## src/rtl/rx_rsp_sched.sv

```systemverilog
// rx_rsp_sched: round-robin response scheduler for the RX path.
// Counts outstanding operations per switch instance, picks one eligible switch
// at a time, and presents its captured read data on a single valid/ready port.
// The one-cycle ack pulse it returns also pops that switch's op-id FIFO.
module rx_rsp_sched #(
    parameter int NUM_SW_INST = 5,
    parameter int W_WIDTH     = 8,
    parameter int FIFO_SIZE   = 2,
    parameter int IDX_W       = 3
) (
    input  logic                           clk,
    input  logic                           rst,
    input  logic [NUM_SW_INST-1:0]         sel_en,
    input  logic [NUM_SW_INST-1:0]         rsp_valid,
    input  logic [NUM_SW_INST*W_WIDTH-1:0] rd_data,
    input  logic                           out_ready,
    output logic [NUM_SW_INST-1:0]         ack,
    output logic                           out_valid,
    output logic [W_WIDTH-1:0]             rd_data_out,
    output logic [IDX_W-1:0]               grant_idx,
    output logic [NUM_SW_INST-1:0]         sw_busy,
    output logic [NUM_SW_INST-1:0]         sw_full,
    output logic                           err
);

    localparam int                     CNT_W    = $clog2(FIFO_SIZE + 1);
    localparam logic [CNT_W-1:0]       CNT_FULL = CNT_W'(FIFO_SIZE);
    localparam logic [CNT_W-1:0]       CNT_ONE  = CNT_W'(1);
    localparam logic [IDX_W:0]         NUM_W    = (IDX_W + 1)'(NUM_SW_INST);
    localparam logic [IDX_W:0]         START_ONE = (IDX_W + 1)'(1);
    localparam logic [IDX_W-1:0]       PTR_RST  = IDX_W'(NUM_SW_INST - 1);
    localparam logic [NUM_SW_INST-1:0] ACK_ONE  = NUM_SW_INST'(1);

    typedef enum logic [1:0] {
        ST_IDLE  = 2'd0,
        ST_GRANT = 2'd1,
        ST_ACK   = 2'd2
    } state_t;

    state_t               state_q, state_d;
    logic [IDX_W-1:0]     ptr_q, ptr_d;
    logic [IDX_W-1:0]     grant_idx_q, grant_idx_d;
    logic [W_WIDTH-1:0]   data_q, data_d;
    logic                 err_q, err_d;

    logic                 capture;
    logic [NUM_SW_INST-1:0] eligible;
    logic [NUM_SW_INST-1:0] overflow;
    logic [NUM_SW_INST-1:0] orphan;
    logic [W_WIDTH-1:0]   rd_slice [NUM_SW_INST];

    // Round-robin search scratch
    logic [2*NUM_SW_INST-1:0] elig_dbl;
    logic [NUM_SW_INST-1:0]   elig_rot;
    logic [IDX_W:0]           search_start;
    logic [IDX_W:0]           search_off;
    logic [IDX_W:0]           search_sum;
    logic                     search_found;
    logic [IDX_W-1:0]         pick_idx;
    logic [W_WIDTH-1:0]       pick_data;

    // ------------------------------------------------------------------
    // Per-switch outstanding counters, status flags and error sources
    // ------------------------------------------------------------------
    for (genvar gi = 0; gi < NUM_SW_INST; gi++) begin : g_sw
        logic [CNT_W-1:0] cnt_q, cnt_d;
        logic             busy_q, full_q;
        logic             ovf_l;

        // Next count: +1 on dispatch, -1 on ack, unchanged when both coincide;
        // a dispatch into a full counter is dropped and reported.
        always_comb begin
            cnt_d = cnt_q;
            ovf_l = 1'b0;
            if (sel_en[gi] && !ack[gi]) begin
                if (cnt_q == CNT_FULL) begin
                    ovf_l = 1'b1;
                end else begin
                    cnt_d = cnt_q + CNT_ONE;
                end
            end else if (ack[gi] && !sel_en[gi] && (cnt_q != '0)) begin
                cnt_d = cnt_q - CNT_ONE;
            end
        end

        // Counter plus registered busy/full views of its next value
        always_ff @(posedge clk or posedge rst) begin
            if (rst) begin
                cnt_q  <= '0;
                busy_q <= 1'b0;
                full_q <= 1'b0;
            end else begin
                cnt_q  <= cnt_d;
                busy_q <= (cnt_d != '0);
                full_q <= (cnt_d == CNT_FULL);
            end
        end

        // A response is only grantable when an operation is actually pending.
        // A dispatch arriving together with the response excuses it from the
        // orphan check; it becomes eligible once the counter has caught up.
        assign eligible[gi] = rsp_valid[gi] && (cnt_q != '0);
        assign orphan[gi]   = rsp_valid[gi] && (cnt_q == '0) && !sel_en[gi];
        assign overflow[gi] = ovf_l;
        assign sw_busy[gi]  = busy_q;
        assign sw_full[gi]  = full_q;
        assign rd_slice[gi] = rd_data[gi*W_WIDTH +: W_WIDTH];
    end

    // ------------------------------------------------------------------
    // Round-robin selection
    // ------------------------------------------------------------------
    // Rotate the eligible mask so the slot after the last grant sits at bit 0,
    // take the lowest set bit, then map the offset back to a switch index.
    always_comb begin
        search_start = {1'b0, ptr_q} + START_ONE;
        elig_dbl     = {eligible, eligible};
        elig_rot     = NUM_SW_INST'(elig_dbl >> search_start);
        search_found = 1'b0;
        search_off   = '0;
        for (int i = 0; i < NUM_SW_INST; i++) begin
            if (!search_found && elig_rot[i]) begin
                search_found = 1'b1;
                search_off   = (IDX_W + 1)'(i);
            end
        end
        search_sum = search_start + search_off;
        if (search_sum >= NUM_W) begin
            search_sum = search_sum - NUM_W;
        end
        pick_idx  = search_sum[IDX_W-1:0];
        pick_data = '0;
        for (int i = 0; i < NUM_SW_INST; i++) begin
            if (pick_idx == IDX_W'(i)) begin
                pick_data = rd_slice[i];
            end
        end
    end

    // ------------------------------------------------------------------
    // Grant FSM
    // ------------------------------------------------------------------
    // State register
    always_ff @(posedge clk or posedge rst) begin
        if (rst) begin
            state_q <= ST_IDLE;
        end else begin
            state_q <= state_d;
        end
    end

    // Next state and handshake outputs. While in GRANT nothing else is
    // considered, so the presented data never changes under backpressure.
    always_comb begin
        state_d   = state_q;
        capture   = 1'b0;
        out_valid = 1'b0;
        ack       = '0;
        case (state_q)
            ST_IDLE: begin
                if (search_found) begin
                    capture = 1'b1;
                    state_d = ST_GRANT;
                end
            end
            ST_GRANT: begin
                out_valid = 1'b1;
                if (out_ready) begin
                    state_d = ST_ACK;
                end
            end
            ST_ACK: begin
                ack     = ACK_ONE << grant_idx_q;
                state_d = ST_IDLE;
            end
            default: begin
                state_d = ST_IDLE;
            end
        endcase
    end

    // ------------------------------------------------------------------
    // Captured response, pointer and sticky error
    // ------------------------------------------------------------------
    // Load data, index and pointer only at the moment of a new grant
    always_comb begin
        ptr_d       = ptr_q;
        grant_idx_d = grant_idx_q;
        data_d      = data_q;
        if (capture) begin
            ptr_d       = pick_idx;
            grant_idx_d = pick_idx;
            data_d      = pick_data;
        end
        err_d = err_q | (|overflow) | (|orphan);
    end

    // Datapath registers; the pointer resets to the last index so switch 0
    // is the first candidate after reset.
    always_ff @(posedge clk or posedge rst) begin
        if (rst) begin
            ptr_q       <= PTR_RST;
            grant_idx_q <= '0;
            data_q      <= '0;
            err_q       <= 1'b0;
        end else begin
            ptr_q       <= ptr_d;
            grant_idx_q <= grant_idx_d;
            data_q      <= data_d;
            err_q       <= err_d;
        end
    end

    assign rd_data_out = data_q;
    assign grant_idx   = grant_idx_q;
    assign err         = err_q;

endmodule

```

## config.mk

```make
export PLATFORM = sky130hd
export DESIGN_NAME = rx_rsp_sched
export DESIGN_NICKNAME = d
export VERILOG_FILES = /design/src/rtl/rx_rsp_sched.sv
export SDC_FILE = /design/constraint.sdc
export NUM_CORES = 1
export LEC_CHECK = 0
export ABC_AREA = 1
export ABC_CLOCK_PERIOD_IN_PS = 8660
export CAP_MARGIN = 10
export CORE_UTILIZATION = 25
export CTS_CLUSTER_SIZE = 28
export DETAILED_ROUTE_END_ITERATION = 10
export GPL_ROUTABILITY_DRIVEN = 0
export PLACE_DENSITY = 0.47
export SLEW_MARGIN = 0
export SYNTH_ARGS = -nofsm -noshare
export SYNTH_HDL_FRONTEND = slang
export SYNTH_SLANG_ARGS = --single-unit
```

## constraint.sdc

```tcl
create_clock -name clk -period 8.66 [get_ports clk]
set_input_delay 0.866 -clock clk [delete_from_list [all_inputs] [get_ports clk]]
set_output_delay 0.866 -clock clk [all_outputs]
set_load 0.02 [all_outputs]
```

==> flow_metrics.env <==
export IMPL_status="completed"
export IMPL_grt_overflow_total=0
export IMPL_wl_met2_microns=3350
export IMPL_fp_dieH_microns=109
export IMPL_fin_crit_sh_pct=48.1
export IMPL_core_area_sq_um=11000
export IMPL_crit_fanout=8
export IMPL_drt_met1_wl_microns=3350
export IMPL_finClkSkew_ns=0.00669
export IMPL_crit_chain="clkdlybuf4s50_1 -> nand3_2 -> nand2_1 -> nand2_1 -> nand2_1 -> nand2_1 -> nand2_1 -> a31oi_1 -> or2_2 -> ha_1 -> inv_2 -> fa_1 -> inv_1 -> ha_1 -> nand2_1 -> nand3_2 -> nand2_4 -> nand2_1 -> nand2_2 -> nor3_4 -> nand2_1 -> nand3_1 -> nand2_1 -> nand2_1"
export IMPL_cap_violations=0
export IMPL_final_setup_viol_count=0
export IMPL_vias=2675
export IMPL_vias_per_cell=4.26
export IMPL_met3_length_microns=501
export IMPL_synth_seq_area_share_pct=30.7
export IMPL_grt_antenna_before_repair=0
export IMPL_ys_seq_elements=35
export IMPL_syn_to_final_growth_pct=36.1
export IMPL_required_ns=8.87
export IMPL_worst_setup_path_start_kind="input pin"
export IMPL_hold_violations=0
export IMPL_rows=38
export IMPL_layout_drive_gt1_share_pct=10.9
export IMPL_syn_avg_cell_area_sq_um=6.88
export IMPL_ctsResizeCount=0
export IMPL_post_place_ws_ns=4.23
export IMPL_root_buffer="clkbuf_16"
export IMPL_syn_nets=484
export IMPL_cpPeakStageDelay_ns=0.54
export IMPL_setup_tns_ns=0
export IMPL_drv_slew=0
export IMPL_end_kind="register"
export IMPL_slowest_stage="clkdlybuf4s50_1"
export IMPL_grt_usage_pct=13.5
export IMPL_crit_type="in -> reg"
export IMPL_cts_clk_slew_worst_paths_ns=0.06
export IMPL_drt_iter0_drc=96
export IMPL_dpl_cell_area_sq_um=3710
export IMPL_layout_commonest_cell="nand2_1"
export IMPL_fin_hold_ws_ns=0.478
export IMPL_yosys_warnings=0
export IMPL_syn_area_sq_um=2850
export IMPL_worst_slack_ns=4.49
export IMPL_grt_pass1_vias=2791
export IMPL_diodes=0
export IMPL_grt_pass1_wl_microns=12500
export IMPL_drc_errors=0
export IMPL_period_needed_ns=4.17
export IMPL_synth_distinct_cells=30
export IMPL_final_cell_area_sq_um=3880
export IMPL_netlist_instances=415
export IMPL_antenna_left=0
export IMPL_ioPinCount=81
export IMPL_top_layer_used="met4"
export IMPL_relSlewSlack_pct=62.3
export IMPL_rsz0062_at_grt="false"
export IMPL_cts_path_max_buffers=2
export IMPL_die_x_microns=109
export IMPL_fmax_mhz=240
export IMPL_io_buffers=80
export IMPL_h_tree_depth=2
export IMPL_hp_class="reg -> reg"
export IMPL_cts_buffers=5
export IMPL_arrival_ns=4.38
export IMPL_start_util_pct=26.0
export IMPL_dr_pass1_iters=4
export IMPL_grt_start_max_net_pins=36
export IMPL_tritoncts="done"
export IMPL_critPathMostFrequentCell="nand2_1"
export IMPL_seq_area_sq_um=877
export IMPL_totalWireLength_microns=7330
export IMPL_layout_nets=556
export IMPL_die_area_sq_um=11800
export IMPL_dp_hpwl_microns=6000
export IMPL_clock_sinks=35
export IMPL_post_cts_setup_buffers=0
export IMPL_clock_latency_ns=0.28
export IMPL_wl_per_cell_microns=11.7
export IMPL_layout_common_cells="91 x nand2_1, 80 x clkdlybuf4s50_1, 72 x inv_1"
export IMPL_tightest_slew_ns=0.565
export IMPL_cts_hold_fix_buffers=0
export IMPL_multi_input_area_sq_um=1530
export IMPL_fill_cells=1188
worst max-delay path, delay by kind of cell:
kind / cells / cell delay [ns]
compound gates: 1 / 0.05
fa+ha+maj: 3 / 0.81
buf+inv: 3 / 0.72
simple gates: 17 / 1.93
worst paths after layout:
kind	start	end	slack [ns]	cells past startpoint
worst max-delay path	rsp_valid[4]	rd_data_out[4]$_DFFE_PP0P_	4.49	24
worst min-delay path	rd_data_out[0]$_DFFE_PP0P_	rd_data_out[0]$_DFFE_PP0P_	0.48	2
worst max register to register	g_sw[4].cnt_q[0]$_DFF_PP0_	rd_data_out[4]$_DFFE_PP0P_	4.85	26
worst min register to register	rd_data_out[0]$_DFFE_PP0P_	rd_data_out[0]$_DFFE_PP0P_	0.48	2
max in group asynchronous	rst	ptr_q[2]$_DFFE_PP1P_	7.28	3
min in group asynchronous	rst	rd_data_out[7]$_DFFE_PP0P_	1.01	3
logic make-up after synthesis:
group | count (synthesis) | synth area share (%)
DFF | 35 | 30.7
buffers and inverters | 99 | 15.8
adders and majority gates | 16 | 7.28
and+or+nand+nor | 238 | 40.5
AOI/OAI and AO/OA | 27 | 5.70
cells in the mapped netlist:
cell type	number	area [sq um]
buf_6	2	22.5
nor2_4	1	11.3
nand2_1	91	342
nand2_2	6	37.5
o22ai_1	3	18.8
nor2_2	1	6.26
a21oi_1	2	10.0
nand3_2	11	110
nor3_2	3	30.0
o21ai_2	1	8.76
inv_6	1	8.76
inv_1	72	270
or2_1	4	25.0
o21ai_1	9	45.0
dfstp_2	1	26.3
nor3_4	4	65.1
a31oi_1	8	50.1
nand2_4	4	45.0
nor3_1	2	10.0
inv_2	9	33.8
dfrtp_1	34	851
inv_8	1	11.3
o211ai_1	4	30.0
ha_1	15	188
buf_4	14	105
fa_1	1	20.0
nand4_1	2	12.5
nor2_1	69	259
or2_2	1	6.26
nand3_1	39	195
layout make-up:
class / count / share of cell area, %
clock inverter: 2 / 0.902
multi-input combinational: 281 / 39.3
tap: 140 / 4.51
inverter: 83 / 8.34
clock buffer: 6 / 3.58
sequential: 35 / 22.6
timing repair buffer: 81 / 20.8
sequential cells by signal, indices dropped and copies added (netlist names):
signal and count:
g_sw.cnt_q 10, ptr_q 3, rd_data_out 8, g_sw.full_q 5, state_q 2, g_sw.busy_q 5, err 1, grant_idx 1
metal layers:
| metal | GRT usage [%] | vias up |
|---|---|---|
| met2 | 23.6 | 94 |
| li1 | - | 1417 |
| met1 | 16.2 | 1152 |
| met5 | 0 | - |
| met4 | 4.05 | 0 |
| met3 | 3.47 | 12 |
through the flow:
step	util, %	cells
floorplan	-	415
global placement	33.8	620
detailed placement	33.8	620
CTS	35.4	628
global route	35.4	628
finish	35.4	628
Power is not shown: default switching activity piles up to over one toggle a cycle in this logic, so the estimate is an artifact.
